File: src/rtl/multicycle_sequencer.sv
// Multi-cycle control sequencer for the RV32 datapath: steps each instruction
// through FETCH/DECODE/EXECUTE/MEMORY/WRITEBACK and gates the control word per state.
module multicycle_sequencer (
  input  logic        clkIn,
  input  logic        resetIn,
  input  logic [4:0]  opcodeIn,
  input  logic [11:0] ctrSignalsIn,
  input  logic        memReadyIn,
  output logic        imemReqOut,
  output logic        irWriteOut,
  output logic        pcWriteOut,
  output logic [11:0] ctrSignalsOut,
  output logic [2:0]  stateOut,
  output logic        haltOut,
  output logic [31:0] cycleCountOut,
  output logic [31:0] instrCountOut
);

  typedef enum logic [2:0] {
    IDLE      = 3'd0,
    FETCH     = 3'd1,
    DECODE    = 3'd2,
    EXECUTE   = 3'd3,
    MEMORY    = 3'd4,
    WRITEBACK = 3'd5,
    HALT      = 3'd6
  } stateT;

  localparam logic [4:0] OP_SYSTEM = 5'b11100;

  stateT       state;
  logic [11:0] ctrlReg;
  logic [31:0] cycleCnt;
  logic [31:0] instrCnt;

  logic isMemOp, isRegWr, counted, pcWrite;

  assign isMemOp = ctrlReg[8] | ctrlReg[7];
  assign isRegWr = ctrlReg[11];
  assign counted = (state == FETCH) || (state == DECODE) || (state == EXECUTE) ||
                   (state == MEMORY) || (state == WRITEBACK);

  // One PC strobe per retired instruction, on the cycle whose edge re-enters FETCH.
  always_comb begin
    pcWrite = 1'b0;
    case (state)
      EXECUTE:   pcWrite = !isMemOp && !isRegWr;
      MEMORY:    pcWrite = memReadyIn && !isRegWr;
      WRITEBACK: pcWrite = 1'b1;
      default:   pcWrite = 1'b0;
    endcase
  end

  always_ff @(posedge clkIn or negedge resetIn) begin
    if (!resetIn) begin
      state    <= IDLE;
      ctrlReg  <= '0;
      cycleCnt <= '0;
      instrCnt <= '0;
    end else begin
      if (counted) cycleCnt <= cycleCnt + 32'd1;
      if (pcWrite) instrCnt <= instrCnt + 32'd1;
      case (state)
        IDLE:    state <= FETCH;
        FETCH:   if (memReadyIn) state <= DECODE;
        DECODE: begin
          ctrlReg <= ctrSignalsIn;
          state   <= (opcodeIn == OP_SYSTEM) ? HALT : EXECUTE;
        end
        EXECUTE: begin
          if (isMemOp)      state <= MEMORY;
          else if (isRegWr) state <= WRITEBACK;
          else              state <= FETCH;
        end
        MEMORY:    if (memReadyIn) state <= isRegWr ? WRITEBACK : FETCH;
        WRITEBACK: state <= FETCH;
        HALT:      state <= HALT;
        default:   state <= IDLE;
      endcase
    end
  end

  assign imemReqOut    = (state == FETCH);
  assign irWriteOut    = (state == FETCH) && memReadyIn;
  assign pcWriteOut    = pcWrite;
  assign haltOut       = (state == HALT);
  assign stateOut      = state;
  assign cycleCountOut = cycleCnt;
  assign instrCountOut = instrCnt;

  // RegWrite only in WRITEBACK, MemRead/MemWrite only in MEMORY; muxes pass through.
  assign ctrSignalsOut = {(state == WRITEBACK) & ctrlReg[11],
                          ctrlReg[10:9],
                          (state == MEMORY) ? ctrlReg[8:7] : 2'b00,
                          ctrlReg[6:0]};

endmodule
File: config.mk
export PLATFORM = sky130hd
export DESIGN_NAME = multicycle_sequencer
export DESIGN_NICKNAME = d
export VERILOG_FILES = /design/src/rtl/multicycle_sequencer.sv
export SDC_FILE = /design/constraint.sdc
export NUM_CORES = 1
export LEC_CHECK = 0
export CAP_MARGIN = 20
export CORE_ASPECT_RATIO = 0.7
export CORE_MARGIN = 2
export CORE_UTILIZATION = 35
export CTS_BUF_LIST = sky130_fd_sc_hd__clkbuf_16
export CTS_CLUSTER_SIZE = 20
export DETAILED_ROUTE_END_ITERATION = 6
export DONT_BUFFER_PORTS = 1
export SETUP_SLACK_MARGIN = 0.1
export SYNTH_ARGS = -nofsm -noshare
export SYNTH_HDL_FRONTEND = slang
export SYNTH_SLANG_ARGS = --single-unit
File: constraint.sdc
create_clock -name clkIn -period 2.72 [get_ports clkIn]
set_input_delay 0.544 -clock clkIn [delete_from_list [all_inputs] [get_ports clkIn]]
set_output_delay 0.544 -clock clkIn [all_outputs]
set_load 0.1 [all_outputs]
**Yosys cells after proc, flatten, opt, wreduce, memory -nomap -nowiden**

Index checks and enable logic that the tools add are counted.

- Bits in registers: 79
- Logic and storage cells: 37
- Output and inout bits: 83

- Reductions and logical operators: 12
- Equal/unequal tests: 9
- Add/subtract/negate cells: 2
- Bitwise operators: 2
- Multiplexer cells: 8

Operator list:

| kind | count |
|---|---|
| adder 32 x 1 -> 32 bit (second input constant) | 2 |
| one-hot mux 3 bit (6 select lines) | 1 |
| two-way mux 3 bit | 5 |
| == test 3 bit (second input constant) | 3 |
| == test 3 x 2 -> 1 bit (second input constant) | 2 |
| == test 5 bit (second input constant) | 1 |
| logical OR 1 bit | 4 |
| inequality test 2 bit (second input constant) | 2 |
| == test 3 x 1 -> 1 bit (second input constant) | 1 |
| logical AND 1 bit | 3 |
| zero test 3 bit | 1 |
| one-hot mux 1 bit (3 select lines) | 1 |
| zero test 1 bit | 2 |
| two-way mux 2 bit | 1 |
| AND reduction 2 bit | 1 |
| OR reduction 2 bit | 1 |
| AND 1 bit | 1 |
| bitwise OR 1 bit | 1 |

**Depth between registers and ports, before layout**

Gate-level depths: netlist (run 1).

- Word-level depth: 5
- Gate-level depth with buffers: 7
- Mapped depth without buffers: 5

**Least setup slack after synthesis (run 1)**

Ideal clock, no wire load.

- Kind: register to output
- From: register state[0] (netlist: stateOut[0])
- To: output irWriteOut
- Arrival time: 4.274 ns
- Buffers on the path: 0
- Cell stages (with the launch flop): 5
- Data required time: 2.176 ns
- Setup slack: -2.098 ns
- Path through: dfrtp_1 inv_1 nor3_1 nand2_1 inv_1

- Word-level cells in the longest chain between the ends: 2

RTL lines:

| item | RTL line | text |
|---|---|---|
| start, declared | 31 | `stateT state;` |
| start signal, assigned | 68 | `state <= (opcodeIn == OP_SYSTEM) ? HALT : EXECUTE;` |
| start signal, assigned | 75 | `MEMORY: if (memReadyIn) state <= isRegWr ? WRITEBACK : FETCH;` |
| == test 3 x 1 -> 1 bit | -- |  |
| named net imemReqOut | 9 | `output logic imemReqOut,` |
| logical AND 1 bit | 84 | `assign irWriteOut = (state == FETCH) && memReadyIn;` |
| end, declared | 10 | `output logic irWriteOut,` |

The timed path passes the listed nets, and every way through them passes these cells.

**Worst setup path after layout (run 1)**

- From: register state[2] (netlist: stateOut[2])
- To: output pcWriteOut

- Word-level cells in the longest chain between the ends: 2

RTL lines:

| item | RTL line | text |
|---|---|---|
| == test 3 bit or == test 3 x 2 -> 1 bit (tied branches) | 46 | `case (state)` |
| one-hot mux 1 bit (3 select lines) * | 46 |  |
| end, declared | 11 | `output logic pcWriteOut,` |

Mark *: on every way between the ends. The rest lies on a longest branch, timed or not.

==> results.yml, run 1 <==
finish:
  drive_above_1_share: 0.297
  design_area_mm2: 0.00467
  n_fill_cell: 987
  nets: 414
  synthToLayoutAreaGrowth_pct: 28.5
  antenna_cells: 0
route:
  postRouteAntennaNets: 0
  drtIter0Drc: 133
  dr.pass1.iters: 4
  wire_per_inst_um: 15.2
  remaining_drc_errors: 0
  vias: 2594
  vias_per_cell: 4.90
  drt-total-wl_mm: 8.05
yosys:
  ys.warnings.count: 0
  synthMostInstantiatedCell: "dfrtp_1"
  syn_area_mm2: 0.00363
  synth_commonest_cells: "dfrtp_1 (79), xnor2_1 (39), nand2_1 (33)"
  yosysSeqAreaShare: 0.544
  synth_nets: 344
  netlist.top_cell.by_area: "dfrtp_1"
  synth_top_family_by_area: "simple AND/OR/NAND/NOR gates"
  async_reset_ff_frac: 1.00
  synth_cell_types: 33
  synth_edf_count: 0
  synthMuxAreaShare: 0.0434
  ys.flop_type: "dfrtp_1"
  synth_seq_cells: 79
  synth_compound_area_frac: 0.0210
  synthTopCellsByArea: "dfrtp_1 (54%), xnor2_1 (9.4%), xor2_1 (5.5%)"
  netlist_instances: 322
  synth_top_cell_area_share: 0.544
  synth-xor-area-share: 0.149
  yosys.area_share.simple: 0.199
  synth.avg_cell_area_um2: 11.3
  synthAdderAreaFrac: 0.00688
clocking:
  cts_tree: "done"
  cts_buffers: 9
  clk_pin_slew_ns: 0.06
  post_cts_buffers: 0
  worst_skew_pair.late_latency_ns: 0.33
  cts_max_level: 3
  root_buffer: "clkbuf_16"
  clockBufferDepth: 2
  post_cts_resized: 0
  clock-sinks: 79
  hold_buffers: 1
critical_path:
  arrival_ns: 1.96
  path_class: "flop to output port"
  ff2ff_setup_slack_ns: 0.42
  worstPathMaxFanout: 7
  crit_path_end: "pcWriteOut"
  r2r_start: "stateOut[2]"
  crit_path_end_kind: "output port"
  reg2regPathDepth: 5
  worstSetupStartpoint: "stateOut[2]"
  cp.required_ns: 2.18
  rr_endpoint: "instrCountOut[26]"
  cp-start-kind: "flop"
power:
  cellLeakagePower_nw: 2.11
  pwr_density_cell_mw_per_mm2: 1130
  peakVddDrop_mv: 0.694
  total_power_mw: 5.30
timing:
  finClkSkew_ns: 0.00433
  min_period_ns: 2.50
  fin_hold_ws_ns: 0.102
  period_share: 0.920
  tightest_slew_ns: 0.981
  rsz0062_at_grt: "no"
  setup_viol: 0
  hold_viol: 0
  fin_ws_ns: 0.216
  slew_headroom: 0.346
  fmaxAchievable_ghz: 0.399
  drv_slew: 0
global_routing:
  overflow: 0
  track_usage: 0.147
  grt_pass1_wl_mm: 13.0
  first_global_vias: 2440
  grt_antenna_before_repair: 0
  grt_max_degree: 80
placement:
  place_ws_ns: 0.428
  postPlaceCellArea_mm2: 0.00431
  hpwlAfterDp_mm: 5.97
  finalWeightedCongestion: 0.752
  port_buffers: 0
run_status:
  status: "completed"
hold_path:
  hp-class: "primary input to async pin"
die:
  initial_core_util: 0.355
  ios: 103
  die_w_um: 126
  die_h_um: 89.3
  core_area_mm2: 0.0102
  dieArea_mm2: 0.0112
  num_rows: 31
job:
  maxCapViolations: 0
## worst min path at each step
stage,slack (ns),depth (start not counted),endpoint
final,0.10,1,instrCountOut[14]
after global routing,0.12,1,instrCountOut[11]
after CTS,0.12,1,instrCountOut[14]
after detailed placement,0.25,0,instrCountOut[14]
after global placement,0.25,0,instrCountOut[14]
after floorplan,0.25,0,ctrlReg[0]
## state kept, by name, summed over array words and instances, names as in the netlist
register	cells
instrCountOut	32
ctrlReg	12
stateOut	3
cycleCountOut	32
## area by class of cell
type                    instances  area, um^2  area share
clock buffers                   9         225      0.0482
clock inverters                 7         111      0.0238
inverters                       9        37.5     0.00804
multi-input cells             219        1540       0.330
flip-flops and latches         79        1990       0.426
well taps                     132         165      0.0354
repair buffers                 74         601       0.129
## placed cells by master (no fill, tap or decap), types with 2 or more instances in the layout
cell	n
a21oi_1	2
and2_1	3
and3_1	20
and4_1	3
buf_12	2
buf_4	71
bufinv_16	3
clkbuf_16	9
clkinv_2	2
clkinvlp_4	2
dfrtp_1	75
dfrtp_4	3
ha_1	2
inv_1	8
mux2_2	14
nand2_1	32
nand3_1	16
nand4_1	16
nor2_1	15
nor2b_1	3
nor3_1	6
nor3_2	2
nor4_1	3
nor4_2	2
o21ai_0	3
or3_1	4
xnor2_1	39
xor2_1	23
## critical path: stages, from the launching register on
cell and delay (ns):
dfrtp_4 0.47, nand3b_1 0.18, or4_4 0.46, nand2_1 0.30, buf_12 0.22
## kinds of logic (layout without fill, tap and decap cells)
kind of cell / after synthesis / in the layout
AOI/OAI and AO/OA: 10 / 10
xor gates and xnor gates: 62 / 62
adders and majority gates: 2 / 2
buffers and inverters: 24 / 99
DFF: 79 / 79
muxes: 14 / 14
and+or+nand+nor: 131 / 131
## stage by stage
stage | instances | util | setup TNS [ns]
2_1_floorplan | 322 | - | -0.0219
3_3_place_gp | 512 | 0.420 | 0
3_5_place_dp | 512 | 0.420 | 0
4_1_cts | 529 | 0.456 | 0
5_1_grt | 529 | 0.456 | 0
6_report | 529 | 0.456 | 0
## layer usage
metal | vias up | GRT usage | share of wire
met3 | 9 | 0.0509 | 0.059
met5 | - | 0 | 0
li1 | 1244 | - | -
met2 | 59 | 0.209 | 0.44
met4 | 0 | 0.0509 | 0.011
met1 | 1282 | 0.210 | 0.49
## where the power goes
part / switching, mW / internal [mW] / total, mW
registers: 0.677 / 1.38 / 2.06
clock network: 0.462 / 0.889 / 1.35
logic: 1.41 / 0.478 / 1.89
Note: power is estimated with default switching activity, not from simulation.
==> inputs of run 2 (changes only) <==
- CAP_MARGIN: 20 -> default
- HOLD_SLACK_MARGIN: default -> 0.12
==> results.yml, run 2 (synthesis gave the netlist of run 1 again) <==
job:
  maxCapViolations: 0
finish:
  layout_commonest_cell: "dfrtp_1"
  n_fill_cell: 986
  antenna_cells: 0
  layout_common_cells: "dfrtp_1 (75), buf_4 (71), xnor2_1 (39), nand2_1 (32), xor2_1 (23)"
  synthToLayoutAreaGrowth_pct: 28.7
  multi_input_area_mm2: 0.00154
  drive_above_1_share: 0.296
  nets: 415
  seq_area_mm2: 0.00199
die:
  die_h_um: 89.3
  core_area_mm2: 0.0102
  die_w_um: 126
  ios: 103
  num_rows: 31
  dieArea_mm2: 0.0112
  initial_core_util: 0.355
global_routing:
  track_usage: 0.147
  grt_pass1_wl_mm: 13.0
  overflow: 0
  grt_antenna_before_repair: 0
  first_global_vias: 2440
  grt_max_degree: 80
placement:
  port_buffers: 0
  finalWeightedCongestion: 0.752
  hpwlAfterDp_mm: 5.97
power:
  total_power_mw: 5.30
  clkPwrFrac: 0.255
  p_seq_frac: 0.388
  pwr_density_cell_mw_per_mm2: 1130
  p_sw_mw: 2.55
  internal_power_mw: 2.75
  cellLeakagePower_nw: 2.12
  swShare: 0.481
  p_comb_frac: 0.357
  peakVddDrop_mv: 0.695
hold_path:
  hp-class: "primary input to flop"
  whs_path_depth: 1
clocking:
  cts_max_level: 3
  root_buffer: "clkbuf_16"
  cts_buffers: 9
  post_cts_buffers: 0
  clockBufferDepth: 2
  clock-sinks: 79
  clk_pin_slew_ns: 0.06
  worst_skew_pair.late_latency_ns: 0.33
  cts_tree: "done"
timing:
  fmaxAchievable_ghz: 0.399
  min_period_ns: 2.50
  drv_slew: 0
  hold_viol: 0
  period_share: 0.921
  tns_ns: 0
  fin_hold_ws_ns: 0.362
  setup_viol: 0
  finClkSkew_ns: 0.00531
  tightest_slew_ns: 0.981
  rsz0062_at_grt: "no"
  slew_headroom: 0.346
run_status:
  status: "completed"
critical_path:
  cpPeakStageDelay_ns: 0.47
  arrival_ns: 1.96
  cp.required_ns: 2.18
  path_class: "flop to output port"
  reg2regPathDepth: 5
  cp-start-kind: "flop"
  worstPathMaxFanout: 7
  worst_path_max_delay_cell: "dfrtp_4"
  cp_cell_sequence: "nand3b_1, or4_4, nand2_1, buf_12"
  ff2ff_setup_slack_ns: 0.42
  crit_path_end_kind: "output port"
route:
  drt-total-wl_mm: 8.08
  drtIter0Drc: 138
  remaining_drc_errors: 0
  postRouteAntennaNets: 0
  wire_per_inst_um: 15.3
  vias_per_cell: 4.88
  vias: 2585
  dr.pass1.iters: 4
==> run 2: cell count changes in the layout (fill, tap and decap cells not counted) <==
cell / delta
dlygate4sd3_1: +1
==> run 2: timing repair <==
action                    4_1_cts  5_1_grt
hold buffers                    1        1
resized for setup               0        0
hold endpoints to repair       79        2
==> run 2: routing by layer <==
layer / global-route usage / vias to the layer above / part of all wire / wire [um]
li1: - / 1243 / - / -
met1: 0.210 / 1273 / 0.49 / 3950
met2: 0.209 / 60 / 0.44 / 3530
met3: 0.0509 / 9 / 0.063 / 511
met4: 0.0509 / 0 / 0.011 / 91
met5: 0 / - / 0 / 0
==> run 2: worst max-delay path, delay by kind of cell, from the launching register on <==
kind	cells	cell delay, ns
flip-flops	1	0.47
AND/OR/NAND/NOR	3	0.94
buffers and inverters	1	0.23
==> run 2: path summary, 6_finish.rpt <==
| kind | start | endpoint |
|---|---|---|
| min in group asynchronous | resetIn | instrCountOut[11] |
| max in group asynchronous | resetIn | cycleCountOut[3] |
| hold / removal | ctrSignalsIn[9] | ctrlReg[9] |
| setup / recovery | stateOut[2] | pcWriteOut |
| hold reg to reg | cycleCountOut[29] | cycleCountOut[29] |
| setup reg to reg | stateOut[2] | instrCountOut[26] |
==> run 2: cell type report <==
class                      count  share of cell area
multi-input combinational    219               0.329
timing repair buffer          75               0.130
clock buffer                   9              0.0481
sequential                    79               0.425
inverter                       9             0.00802
clock inverter                 7              0.0238
tap                          132              0.0353
==> run 2: stage by stage <==
step / util / setup slack, ns / std cells / cell area [um^2]
6_report: 0.457 / 0.216 / 530 / 4680
5_1_grt: 0.457 / 0.154 / 530 / 4680
4_1_cts: 0.456 / 0.218 / 529 / 4670
3_5_place_dp: 0.420 / 0.428 / 512 / 4310
3_3_place_gp: 0.420 / 0.444 / 512 / 4310
2_1_floorplan: - / -0.0219 / 322 / 3680
==> run 2: power by group through the flow <==
stage          clock network [mW]  registers, mW  logic, mW
3_3_place_gp                    0           2.07       1.85
2_1_floorplan                   0           2.36       1.30
6_report                     1.35           2.06       1.89
3_5_place_dp                    0           2.08       1.87
4_1_cts                      1.40           2.06       1.90
5_1_grt                      1.45           2.09       1.98
